==> src/rtl/hazard_ctrl_if.sv <==
// Hazard controller port bundle: D-stage operand needs, E/M pending writes, mult/div status.
// Purely combinational signal grouping; no latency of its own.
// No backpressure; the controller answers with hold/bubble requests instead.
// Optional HAZARD_STAT_EN adds the stallCount output.
interface hazard_ctrl_if;
  logic [4:0]  rsD;
  logic [4:0]  rtD;
  logic [1:0]  TuseRsD;
  logic [1:0]  TuseRtD;
  logic        RegWriteE;
  logic [4:0]  A3E;
  logic [1:0]  TnewE;
  logic        RegWriteM;
  logic [4:0]  A3M;
  logic [1:0]  TnewM;
  logic        mdStartE;
  logic        mdTypeE;
  logic        mdUseD;
  logic        stallPC;
  logic        stallFD;
  logic        clrDE;
  logic [1:0]  fwdRsD;
  logic [1:0]  fwdRtD;
  logic        mdBusy;
`ifdef HAZARD_STAT_EN
  logic [31:0] stallCount;
`endif

  // Pipeline side: drives the stage information, observes the controls.
`ifdef HAZARD_STAT_EN
  modport master (
    output rsD, rtD, TuseRsD, TuseRtD, RegWriteE, A3E, TnewE,
           RegWriteM, A3M, TnewM, mdStartE, mdTypeE, mdUseD,
    input  stallPC, stallFD, clrDE, fwdRsD, fwdRtD, mdBusy, stallCount
  );
`else
  modport master (
    output rsD, rtD, TuseRsD, TuseRtD, RegWriteE, A3E, TnewE,
           RegWriteM, A3M, TnewM, mdStartE, mdTypeE, mdUseD,
    input  stallPC, stallFD, clrDE, fwdRsD, fwdRtD, mdBusy
  );
`endif

  // Controller side.
`ifdef HAZARD_STAT_EN
  modport slave (
    input  rsD, rtD, TuseRsD, TuseRtD, RegWriteE, A3E, TnewE,
           RegWriteM, A3M, TnewM, mdStartE, mdTypeE, mdUseD,
    output stallPC, stallFD, clrDE, fwdRsD, fwdRtD, mdBusy, stallCount
  );
`else
  modport slave (
    input  rsD, rtD, TuseRsD, TuseRtD, RegWriteE, A3E, TnewE,
           RegWriteM, A3M, TnewM, mdStartE, mdTypeE, mdUseD,
    output stallPC, stallFD, clrDE, fwdRsD, fwdRtD, mdBusy
  );
`endif
endinterface

==> src/rtl/hazard_ctrl.sv <==
// D-stage hazard/stall controller with mult/div busy counter for the 5-stage MIPS pipeline.
// Stall and forward selects are combinational (zero latency); only mdCnt/stallCount are registered.
// No backpressure input; a single stall bit holds PC and F/D and bubbles D/E.
// Optional HAZARD_STAT_EN adds a 32-bit wrapping count of stalled cycles.
module hazard_ctrl #(
  parameter int MULT_CYC = 5,
  parameter int DIV_CYC  = 10
) (
  input  logic         clk,
  input  logic         reset,
  hazard_ctrl_if.slave hz
);

  // Four bits covers the longer of the two unit latencies.
  localparam logic [3:0] MULT_N = 4'(MULT_CYC);
  localparam logic [3:0] DIV_N  = 4'(DIV_CYC);

  logic [3:0] md_cnt;
  logic       hit_e_rs, hit_m_rs, hit_e_rt, hit_m_rt;
  logic       stall_rs, stall_rt, md_busy, md_stall, stall;
  logic [1:0] fwd_rs, fwd_rt;

  // A pending write matches only a nonzero register; $0 is hardwired.
  function automatic logic hit(input logic we, input logic [4:0] a3, input logic [4:0] x);
    return we && (a3 == x) && (x != 5'd0);
  endfunction

  // Operand match, stall decision and forwarding select, all from current inputs.
  always_comb begin
    hit_e_rs = hit(hz.RegWriteE, hz.A3E, hz.rsD);
    hit_m_rs = hit(hz.RegWriteM, hz.A3M, hz.rsD);
    hit_e_rt = hit(hz.RegWriteE, hz.A3E, hz.rtD);
    hit_m_rt = hit(hz.RegWriteM, hz.A3M, hz.rtD);

    // Stall when the operand is needed before the producer can deliver it.
    // Tuse 2'b11 can never be below a Tnew of at most 2.
    stall_rs = (hit_e_rs && (hz.TuseRsD < hz.TnewE)) ||
               (hit_m_rs && (hz.TuseRsD < hz.TnewM));
    stall_rt = (hit_e_rt && (hz.TuseRtD < hz.TnewE)) ||
               (hit_m_rt && (hz.TuseRtD < hz.TnewM));

    // A start in E counts as busy this very cycle, before the counter loads.
    md_busy  = hz.mdStartE || (md_cnt != 4'd0);
    md_stall = hz.mdUseD && md_busy;
    stall    = stall_rs || stall_rt || md_stall;

    // E is the younger producer, so it wins over M.
    fwd_rs = 2'd0;
    if (hit_e_rs && (hz.TnewE == 2'd0))      fwd_rs = 2'd1;
    else if (hit_m_rs && (hz.TnewM == 2'd0)) fwd_rs = 2'd2;

    fwd_rt = 2'd0;
    if (hit_e_rt && (hz.TnewE == 2'd0))      fwd_rt = 2'd1;
    else if (hit_m_rt && (hz.TnewM == 2'd0)) fwd_rt = 2'd2;
  end

  assign hz.stallPC = stall;
  assign hz.stallFD = stall;
  assign hz.clrDE   = stall;
  assign hz.fwdRsD  = fwd_rs;
  assign hz.fwdRtD  = fwd_rt;
  assign hz.mdBusy  = md_busy;

  // Mult/div busy countdown: a start (re)loads, otherwise count down to zero and hold.
  always_ff @(posedge clk or negedge reset) begin
    if (!reset) begin
      md_cnt <= 4'd0;
    end else if (hz.mdStartE) begin
      md_cnt <= hz.mdTypeE ? DIV_N : MULT_N;
    end else if (md_cnt != 4'd0) begin
      md_cnt <= md_cnt - 4'd1;
    end
  end

`ifdef HAZARD_STAT_EN
  logic [31:0] stall_count;

  // Stalled-cycle statistics; wraps naturally at 32 bits.
  always_ff @(posedge clk or negedge reset) begin
    if (!reset) begin
      stall_count <= 32'd0;
    end else if (stall) begin
      stall_count <= stall_count + 32'd1;
    end
  end

  assign hz.stallCount = stall_count;
`endif

endmodule

==> src/flat_wrapper.sv <==
// flat-port wrapper written by rule: the top's interface ports become plain ports
module hazard_ctrl_flat 
#(
  parameter int MULT_CYC = 5,
  parameter int DIV_CYC  = 10
)
  (clk, reset, hz_rsD, hz_rtD, hz_TuseRsD, hz_TuseRtD, hz_RegWriteE, hz_A3E, hz_TnewE, hz_RegWriteM, hz_A3M, hz_TnewM, hz_mdStartE, hz_mdTypeE, hz_mdUseD, hz_stallPC, hz_stallFD, hz_clrDE, hz_fwdRsD, hz_fwdRtD, hz_mdBusy);
  hazard_ctrl_if hz_i ();
  input  logic clk;
  input  logic reset;
  input wire logic [$bits(hz_i.rsD)-1:0] hz_rsD;
  input wire logic [$bits(hz_i.rtD)-1:0] hz_rtD;
  input wire logic [$bits(hz_i.TuseRsD)-1:0] hz_TuseRsD;
  input wire logic [$bits(hz_i.TuseRtD)-1:0] hz_TuseRtD;
  input wire logic [$bits(hz_i.RegWriteE)-1:0] hz_RegWriteE;
  input wire logic [$bits(hz_i.A3E)-1:0] hz_A3E;
  input wire logic [$bits(hz_i.TnewE)-1:0] hz_TnewE;
  input wire logic [$bits(hz_i.RegWriteM)-1:0] hz_RegWriteM;
  input wire logic [$bits(hz_i.A3M)-1:0] hz_A3M;
  input wire logic [$bits(hz_i.TnewM)-1:0] hz_TnewM;
  input wire logic [$bits(hz_i.mdStartE)-1:0] hz_mdStartE;
  input wire logic [$bits(hz_i.mdTypeE)-1:0] hz_mdTypeE;
  input wire logic [$bits(hz_i.mdUseD)-1:0] hz_mdUseD;
  output wire logic [$bits(hz_i.stallPC)-1:0] hz_stallPC;
  output wire logic [$bits(hz_i.stallFD)-1:0] hz_stallFD;
  output wire logic [$bits(hz_i.clrDE)-1:0] hz_clrDE;
  output wire logic [$bits(hz_i.fwdRsD)-1:0] hz_fwdRsD;
  output wire logic [$bits(hz_i.fwdRtD)-1:0] hz_fwdRtD;
  output wire logic [$bits(hz_i.mdBusy)-1:0] hz_mdBusy;
  assign hz_i.rsD = hz_rsD;
  assign hz_i.rtD = hz_rtD;
  assign hz_i.TuseRsD = hz_TuseRsD;
  assign hz_i.TuseRtD = hz_TuseRtD;
  assign hz_i.RegWriteE = hz_RegWriteE;
  assign hz_i.A3E = hz_A3E;
  assign hz_i.TnewE = hz_TnewE;
  assign hz_i.RegWriteM = hz_RegWriteM;
  assign hz_i.A3M = hz_A3M;
  assign hz_i.TnewM = hz_TnewM;
  assign hz_i.mdStartE = hz_mdStartE;
  assign hz_i.mdTypeE = hz_mdTypeE;
  assign hz_i.mdUseD = hz_mdUseD;
  assign hz_stallPC = hz_i.stallPC;
  assign hz_stallFD = hz_i.stallFD;
  assign hz_clrDE = hz_i.clrDE;
  assign hz_fwdRsD = hz_i.fwdRsD;
  assign hz_fwdRtD = hz_i.fwdRtD;
  assign hz_mdBusy = hz_i.mdBusy;
  hazard_ctrl #(.MULT_CYC(MULT_CYC), .DIV_CYC(DIV_CYC)) u_core (.clk(clk), .reset(reset), .hz(hz_i));
endmodule
==> config.mk <==
export PLATFORM = sky130hd
export DESIGN_NAME = hazard_ctrl_flat
export DESIGN_NICKNAME = d
export VERILOG_FILES = /design/src/rtl/hazard_ctrl_if.sv /design/src/rtl/hazard_ctrl.sv /design/src/flat_wrapper.sv
export SDC_FILE = /design/constraint.sdc
export NUM_CORES = 1
export LEC_CHECK = 0
export BUFFER_PORTS_ARGS = -buffer_cell sky130_fd_sc_hd__buf_2
export CAP_MARGIN = 0
export CORE_ASPECT_RATIO = 0.9
export CORE_UTILIZATION = 45
export DETAILED_ROUTE_END_ITERATION = 16
export PLACE_DENSITY = 0.92
export SLEW_MARGIN = 40
export SYNTH_ARGS = -nofsm -noshare
export SYNTH_HDL_FRONTEND = slang
export SYNTH_SLANG_ARGS = --single-unit
==> constraint.sdc <==
create_clock -name clk -period 5 [get_ports clk]
set_clock_uncertainty 0.05 [all_clocks]
set_input_delay 1 -clock clk [delete_from_list [all_inputs] [get_ports clk]]
set_output_delay 1 -clock clk [all_outputs]
set_load 0.005 [all_outputs]
======== Word-level counts from Yosys, hierarchy flattened ========
Cells that the tools add are included.
storage, ports and cells
  flip-flop bits (word level) ............. 4
  latch bits .............................. 0
  bits in writable memories ............... 0
  memory bits (read-only) ................. 0
  input bits .............................. 35
  output and inout bits ................... 8
  memories kept ........................... 0
cells by class
  add/sub/neg operators ................... 1
  multiply operators ...................... 0
  divide/modulo/power cells ............... 0
  $lt $le $gt $ge ......................... 4
  eq/ne operators ......................... 4
  shifts and indexed selects .............. 0
  mux-type cells .......................... 7
  bitwise gates (word level) .............. 0
  reductions and logical operators ........ 28
operator list
  kind                                                                count
  5-bit == test                                                       4
  1-bit logical AND                                                   17
  4-bit two-way mux                                                   3
  5-bit nonzero test                                                  2
  2-bit less-than comparator                                          4
  2-bit two-way mux                                                   4
  1-bit logical OR                                                    5
  2-bit logical NOT                                                   2
  4-bit nonzero test                                                  1
  4-bit by 1-bit subtractor with 4-bit output, second input constant  1
  2-bit nonzero test                                                  1

======== Longest topological paths before layout ========
Gate-level depths: netlist of run 1.
  depth after elaboration ................. 7
  mapped depth ............................ 8

======== Least setup slack after synthesis of run 1 ========
Ideal clock, no wire load.
  kind .................................... in2out
  start ................................... input hz_rtD[1]
  end ..................................... output hz_stallFD
  data arrival time ....................... 2.475 ns
  data required time ...................... 3.950 ns
  slack ................................... 1.475 ns
  stages .................................. 5
  path buffers ............................ 1
  cell sequence ........................... or4_4 o211ai_2 a2111oi_0 or4_1 buf_4
on the way
  longest elaborated chain between the ends .. 7
ends and longest elaborated chain
  item                                         line                                  RTL
  start: declaration                           flat_wrapper.sv:12                    input wire logic [$bits(hz_i.rtD)-1:0] hz_rtD;
  5-bit == test                                hazard_ctrl.sv:25                     return we && (a3 == x) && (x != 5'd0);
  1-bit logical AND (2 in series)              hazard_ctrl.sv:25
  1-bit logical AND, on equally long branches  hazard_ctrl.sv:39, hazard_ctrl.sv:40
  1-bit logical OR *                           hazard_ctrl.sv:39                     stall_rt = (hit_e_rt && (hz.TuseRtD < hz.TnewE)) ||
  1-bit logical OR * (2 in series)             hazard_ctrl.sv:45                     stall = stall_rs || stall_rt || md_stall;
  end: declaration                             flat_wrapper.sv:25                    output wire logic [$bits(hz_i.stallFD)-1:0] hz_stallFD;
Mark *: on every way between the ends. The rest lies on a longest branch, timed or not.

======== Final worst setup path of run 1 ========
  start ................................... input hz_rsD[1]
  end ..................................... output hz_clrDE
on the way
  longest elaborated chain between the ends .. 7
ends and longest elaborated chain
  item                                         line                                  RTL
  start: declaration                           flat_wrapper.sv:11                    input wire logic [$bits(hz_i.rsD)-1:0] hz_rsD;
  5-bit == test                                hazard_ctrl.sv:25
  1-bit logical AND (2 in series)              hazard_ctrl.sv:25
  1-bit logical AND, on equally long branches  hazard_ctrl.sv:37, hazard_ctrl.sv:38
  1-bit logical OR *                           hazard_ctrl.sv:37                     stall_rs = (hit_e_rs && (hz.TuseRsD < hz.TnewE)) ||
  1-bit logical OR * (2 in series)             hazard_ctrl.sv:45
  end: declaration                             flat_wrapper.sv:26                    output wire logic [$bits(hz_i.clrDE)-1:0] hz_clrDE;
Marked as above.

==> results of run 1 <==
[cells by family after synthesis]
| family | after synthesis | share of synthesized area [%] |
|---|---|---|
| simple gates | 27 | 25.2 |
| fa+ha+maj | 6 | 10.9 |
| flops | 4 | 14.6 |
| buf+inv | 8 | 5.47 |
| compound gates | 16 | 17.0 |
| xor+xnor | 21 | 26.8 |
[critical path, delay by kind of cell]
family / cells / cell delay [ns]
AND/OR/NAND/NOR: 4 / 1.39
buffers and inverters: 2 / 0.28
[power by group through the flow]
stage	clock network (mW)	logic (mW)	registers, mW
after detailed placement	0	0.0776	0.0435
after floorplan	0	0.0464	0.0425
after global placement	0	0.0731	0.0431
after global routing	0.0464	0.0876	0.0433
after CTS	0.0436	0.0784	0.0430
final	0.0401	0.0783	0.0433
[layer usage]
| layer | track usage [%] | vias to the layer above | share of wire (%) |
|---|---|---|---|
| li1 | - | 386 | - |
| met1 | 28.4 | 374 | 41 |
| met2 | 48.1 | 24 | 55 |
| met3 | 3.27 | 2 | 3.5 |
| met4 | 12.9 | 0 | 0.43 |
| met5 | 0 | - | 0 |
[how the worst min path moves through the flow]
stage / start / to / slack [ns] / cells after the start
6_report: reset / u_core.md_cnt[1]$_DFFE_PN0N_ / 0.51 / 1
4_1_cts: reset / u_core.md_cnt[1]$_DFFE_PN0N_ / 0.49 / 1
3_3_place_gp: u_core.md_cnt[1]$_DFFE_PN0N_ / u_core.md_cnt[1]$_DFFE_PN0N_ / 0.50 / 2
2_1_floorplan: u_core.md_cnt[1]$_DFFE_PN0N_ / u_core.md_cnt[1]$_DFFE_PN0N_ / 0.47 / 2
5_1_grt: reset / u_core.md_cnt[0]$_DFFE_PN0N_ / 0.50 / 1
3_5_place_dp: u_core.md_cnt[1]$_DFFE_PN0N_ / u_core.md_cnt[1]$_DFFE_PN0N_ / 0.53 / 2
[synth_stat cells, types with 4 or more instances]
library cell  instances  area (um^2)
ha_1                  6         75.1
a21oi_1               4         20.0
xnor2_1              21          184
inv_1                 6         22.5
nand2b_1              5         31.3
dfrtp_1               4          100
nor2_1                4         15.0
nand4_1               4         25.0
[per-stage QoR]
step | utilization [%] | std cells
2_1_floorplan | - | 82
3_3_place_gp | 68.0 | 136
3_5_place_dp | 68.0 | 136
4_1_cts | 69.7 | 139
5_1_grt | 69.7 | 139
6_report | 69.7 | 139
[area by class of cell]
cell class                 instances  area (um^2)
timing repair buffer              42          210
tap                               14         17.5
fill                             127          400
multi-input combinational         70          548
inverter                           6         22.5
sequential                         4          100
clock buffer                       3         22.5
==> impl_metrics.toml, run 1 <==
[outcome]
status = "complete, no violations"

[synthesis]
synth_area_per_cell_um2 = 8.36
synth-edff-count = 0
yosys_warnings = 0
synthesis.area_um2 = 686
ys_ff_latch = 4
ys_seq_area_share_pct = 14.6
synth-main-ff-cell = "dfrtp_1"
syn-num-nets = 123
async_reset_ff_share_pct = 100
synth_cell_types = 27
syn_inst = 82

[drt]
vias = 786
wirelength_mm = 1.86
via_per_inst = 5.65
wl_per_cell_um = 13.4
drcViolationCount = 0
first_iter_violations = 23
dr.pass1.iters = 4
final_antenna_net_count = 0

[worst_setup_path]
max_stage_delay_ns = 0.57
critPathSlowestCell = "or4_1"
end_kind = "primary output"
worstPathCellList = "buf_2 > or4_1 > nor2_1 > nor4b_1 > or4_1 > buf_2"
reg2regPathDepth = 5
cp.required_ns = 3.95
r2r-end = "u_core.md_cnt[2]$_DFFE_PN0N_"
cp-endpoint = "hz_clrDE"
worstPathMaxFanout = 3
regToRegSetupSlack_ns = 3.42
crit_type = "input port to primary output"
startpoint_type = "input port"
worstPathArrival_ns = 2.66
cp-startpoint = "hz_rsD[1]"
r2r_start = "u_core.md_cnt[0]$_DFFE_PN0N_"

[pwr]
p_total_mw = 0.162
p_per_area_nw_per_um2 = 176
p_leak_nw = 0.422
share_comb_of_total_power_pct = 48.4
seq_power_share_pct = 26.8
power.internal_mw = 0.105
p_clk_share_pct = 24.8
power.switching_mw = 0.0564
p_sw_share_pct = 34.9
max-vdd-ir-drop_v = 0.000142

[timing]
rsz0062_at_grt = "false"
slew-limit-headroom_pct = 68.2
fin_setup_tns_ns = 0
fin_crit_ns = 3.71
setup_violations = 0
fmax_mhz = 270
hold_viol_final = 0
report.final.slew_viol_count = 0
period_share_pct = 74.2
hold-worst-slack_ns = 0.506
setup_slack_ns = 1.29
tightest_slew_ns = 0.475

[cts]
cts_post_setup_buffers_inserted = 0
holdBufCountCts = 0
h-tree-depth = 1
cts_buffer_depth = 2
cts_resized = 0
tritoncts = "done"
cts_root_buf = "clkbuf_4"
cts_made_buffers = 3
clock-sinks = 4
clkTransAtPathRegs_ns = 0.04
clock_latency_ns = 0.24

[layout]
final_cell_mix = "buf_2, xnor2_1, inv_1, ha_1, nand2b_1"
syn_to_final_growth_pct = 34.3
layout_commonest_cell = "buf_2"
fin_area_um2 = 921
n_antenna_cell = 0
largest_reg_flops = 4
drive_gt1_share_pct = 38.4
nets = 168
regMostFlops = "u_core.md_cnt"
top_regs = "u_core.md_cnt x4"

[global_route]
grt_pass1_wl_mm = 3.10
grt_max_degree = 7
grt_pass1_vias = 768
overflow = 0
antenna_found_initial = 0
grt_use_total_pct = 25.6

[place]
postPlaceCellArea_um2 = 898
dp_hpwl_mm = 1.67
port_buffers = 42
dpl_worst_slack_ns = 1.30
place_congestion = 0.856

[floorplan]
initial_utilization_pct = 51.9
coreArea_um2 = 1320
dieHeight_um = 39.0
fp.dieArea_um2 = 1680
die_w_um = 43.1
rows = 12
io-pin-count = 43

[hold_path]
hold_class = "input port to asynchronous set/reset pin"

[flow_run]
maxCapViolations = 0
No activity file was read; power rests on OpenSTA's default activity.
==> inputs of run 2 (changes only) <==
--- a/config.mk
+++ b/config.mk
@@ -5,12 +5,13 @@
 export SDC_FILE = /design/constraint.sdc
 export NUM_CORES = 1
 export LEC_CHECK = 0
+export ABC_AREA = 1
 export BUFFER_PORTS_ARGS = -buffer_cell sky130_fd_sc_hd__buf_2
 export CAP_MARGIN = 0
 export CORE_ASPECT_RATIO = 0.9
 export CORE_UTILIZATION = 45
 export DETAILED_ROUTE_END_ITERATION = 16
-export PLACE_DENSITY = 0.92
+export PLACE_DENSITY = 0.88
 export SLEW_MARGIN = 40
 export SYNTH_ARGS = -nofsm -noshare
 export SYNTH_HDL_FRONTEND = slang
==> constraint.sdc (replaced) <==
create_clock -name clk -period 3.6 [get_ports clk]
set_clock_uncertainty 0.05 [all_clocks]
set_input_delay 0.72 -clock clk [delete_from_list [all_inputs] [get_ports clk]]
set_output_delay 0.72 -clock clk [all_outputs]
set_load 0.005 [all_outputs]
==> run 2 against run 1 <==
Register-to-register slack got worse by 1.1 ns. Largest power group unchanged. Via count increased by 31%. Die area increased by 19%.
==> impl_metrics.toml, run 2 <==
[timing]
setup_slack_ns = 1.12
fin_setup_tns_ns = 0
fmax_mhz = 404
hold_viol_final = 0
slew-limit-headroom_pct = 86.4
rsz0062_at_grt = "false"
period_share_pct = 68.8
tightest_slew_ns = 0.202
setup_violations = 0
report.final.slew_viol_count = 0
fin_crit_ns = 2.48

[synthesis]
synth_cell_types = 22
syn-num-nets = 197
ys_ff_latch = 4
synthSimpleGateAreaFrac_pct = 44.7
yosysMostFrequentCell = "nand2_1"
synth_top_cell_by_area = "nand2_1"
synthTopCellsByCount = "nand2_1, inv_1, nor2_1"
synth_area_per_cell_um2 = 5.28
netlist_top_cells_area = "nand2_1, inv_1, dfrtp_1"
syn_inst = 156
muxShareOfSynthArea_pct = 0
yosys_warnings = 0
async_reset_ff_share_pct = 100
synth-main-ff-cell = "dfrtp_1"
synth_top_area_share_pct = 25.5
ys_seq_area_share_pct = 12.2
synthesis.area_um2 = 823
synth_top_family_by_area = "simple AND/OR/NAND/NOR gates"
synth_compound_area_share_pct = 9.88
synth_fa_ha_area_share_pct = 9.12
synth-edff-count = 0
synthXorXnorAreaFrac_pct = 6.38

[cts]
cts_buffer_depth = 2
tritoncts = "done"
cts_resized = 0
clock_latency_ns = 0.23
cts_root_buf = "clkbuf_4"
clock-sinks = 4
holdBufCountCts = 0
h-tree-depth = 1
cts_made_buffers = 3
cts_post_setup_buffers_inserted = 0
clkTransAtPathRegs_ns = 0.03

[worst_setup_path]
end_kind = "primary output"
startpoint_type = "input port"
max_stage_delay_ns = 0.25
crit_type = "input port to primary output"
crit_family = "buffers and inverters"
cp-startpoint = "hz_TnewM[1]"
worstPathCellList = "buf_2 > inv_1 > ha_1 > a21oi_1 > nand3_1 > nand2_1 > nor2_1 > nand2_1 > buf_2"
r2r_start = "u_core.md_cnt[0]$_DFFE_PN0N_"
cp.required_ns = 2.83
worstPathArrival_ns = 1.71
worstPathMaxFanout = 4
path_buf_inv = 3
critPathSlowestCell = "ha_1"

[drt]
dr.pass1.iters = 4
wirelength_mm = 2.05
drcViolationCount = 0
vias = 1026
wl_per_cell_um = 9.17
via_per_inst = 4.60
first_iter_violations = 19
final_antenna_net_count = 0

[layout]
fill_cells = 183
layout_commonest_cell = "nand2_1"
top_regs = "u_core.md_cnt x4"
final_cell_mix = "nand2_1, buf_2, inv_1, nor2_1, nand3_1"
drive_gt1_share_pct = 26.6
nets = 242
regMostFlops = "u_core.md_cnt"
fin_area_um2 = 1070
largest_reg_flops = 4
n_antenna_cell = 0
syn_to_final_growth_pct = 30.1

[pwr]
p_per_area_nw_per_um2 = 209
max-vdd-ir-drop_v = 0.000228
p_leak_nw = 0.702
p_total_mw = 0.224

[floorplan]
io-pin-count = 43
dieHeight_um = 42.6
fp.dieArea_um2 = 2000
rows = 14
coreArea_um2 = 1700
initial_utilization_pct = 48.5
die_w_um = 47.1

[global_route]
grt_use_total_pct = 22.5
overflow = 0
grt_pass1_vias = 906
antenna_found_initial = 0
grt_pass1_wl_mm = 3.31
grt_max_degree = 7

[place]
dpl_worst_slack_ns = 1.13
port_buffers = 42
place_congestion = 0.876
postPlaceCellArea_um2 = 1050
dp_hpwl_mm = 1.81

[hold_path]
hold_class = "input port to asynchronous set/reset pin"

[outcome]
status = "complete, no violations"

[flow_run]
maxCapViolations = 0
[run 2: cell count changes in the layout (fill, tap and decap cells not counted), sizes merged, moves of 4 or more]
cell	delta
a21oi	+4
inv	+29
nand2	+54
nand2b	-5
nand3	+10
nor2	+15
xnor2	-16
[run 2: metal layers]
metal / track usage, % / routed length, um / vias to the layer above
met5: 0 / 0 / -
met4: 8.57 / 14 / 0
met3: 1.72 / 111 / 2
met2: 39.7 / 1010 / 32
met1: 27.2 / 907 / 435
li1: - / - / 557
[run 2: layout make-up]
type                    instances  area [um^2]  share of cell area, %
multi-input cells             115          577                   53.9
repair buffers                 42          210                   19.6
inverters                      35          131                   12.3
flip-flops and latches          4          100                   9.35
well taps                      24         30.0                   2.80
clock buffers                   3         22.5                   2.10
[run 2: cells by family after synthesis]
family          after synthesis
buf+inv                      37
fa+ha+maj                     6
compound gates               14
simple gates                 89
xor+xnor                      6
flops                         4
[run 2: report_power, final]
group	switching (mW)	internal, mW
clock network	0.0160	0.0371
registers	0.00422	0.0531
logic	0.0642	0.0491
total	0.0844	0.139
[run 2: path summary, 6_finish.rpt]
path / slack, ns / cells after the start / endpoint
setup / recovery: 1.12 / 9 / hz_stallPC
hold reg to reg: 0.57 / 2 / u_core.md_cnt[1]$_DFFE_PN0N_
min in group clk: 0.57 / 2 / u_core.md_cnt[1]$_DFFE_PN0N_
hold / removal: 0.24 / 1 / u_core.md_cnt[3]$_DFFE_PN0N_
setup reg to reg: 2.32 / 6 / u_core.md_cnt[3]$_DFFE_PN0N_
max in group asynchronous: 3.14 / 1 / u_core.md_cnt[0]$_DFFE_PN0N_
[run 2: stage by stage]
| stage | cells | util, % | hold slack, ns |
|---|---|---|---|
| global route | 223 | 63.0 | 0.239 |
| finish | 223 | 63.0 | 0.237 |
| global placement | 220 | 61.7 | 0.473 |
| CTS | 223 | 63.0 | 0.236 |
| detailed placement | 220 | 61.7 | 0.480 |
| floorplan | 156 | - | 0.374 |
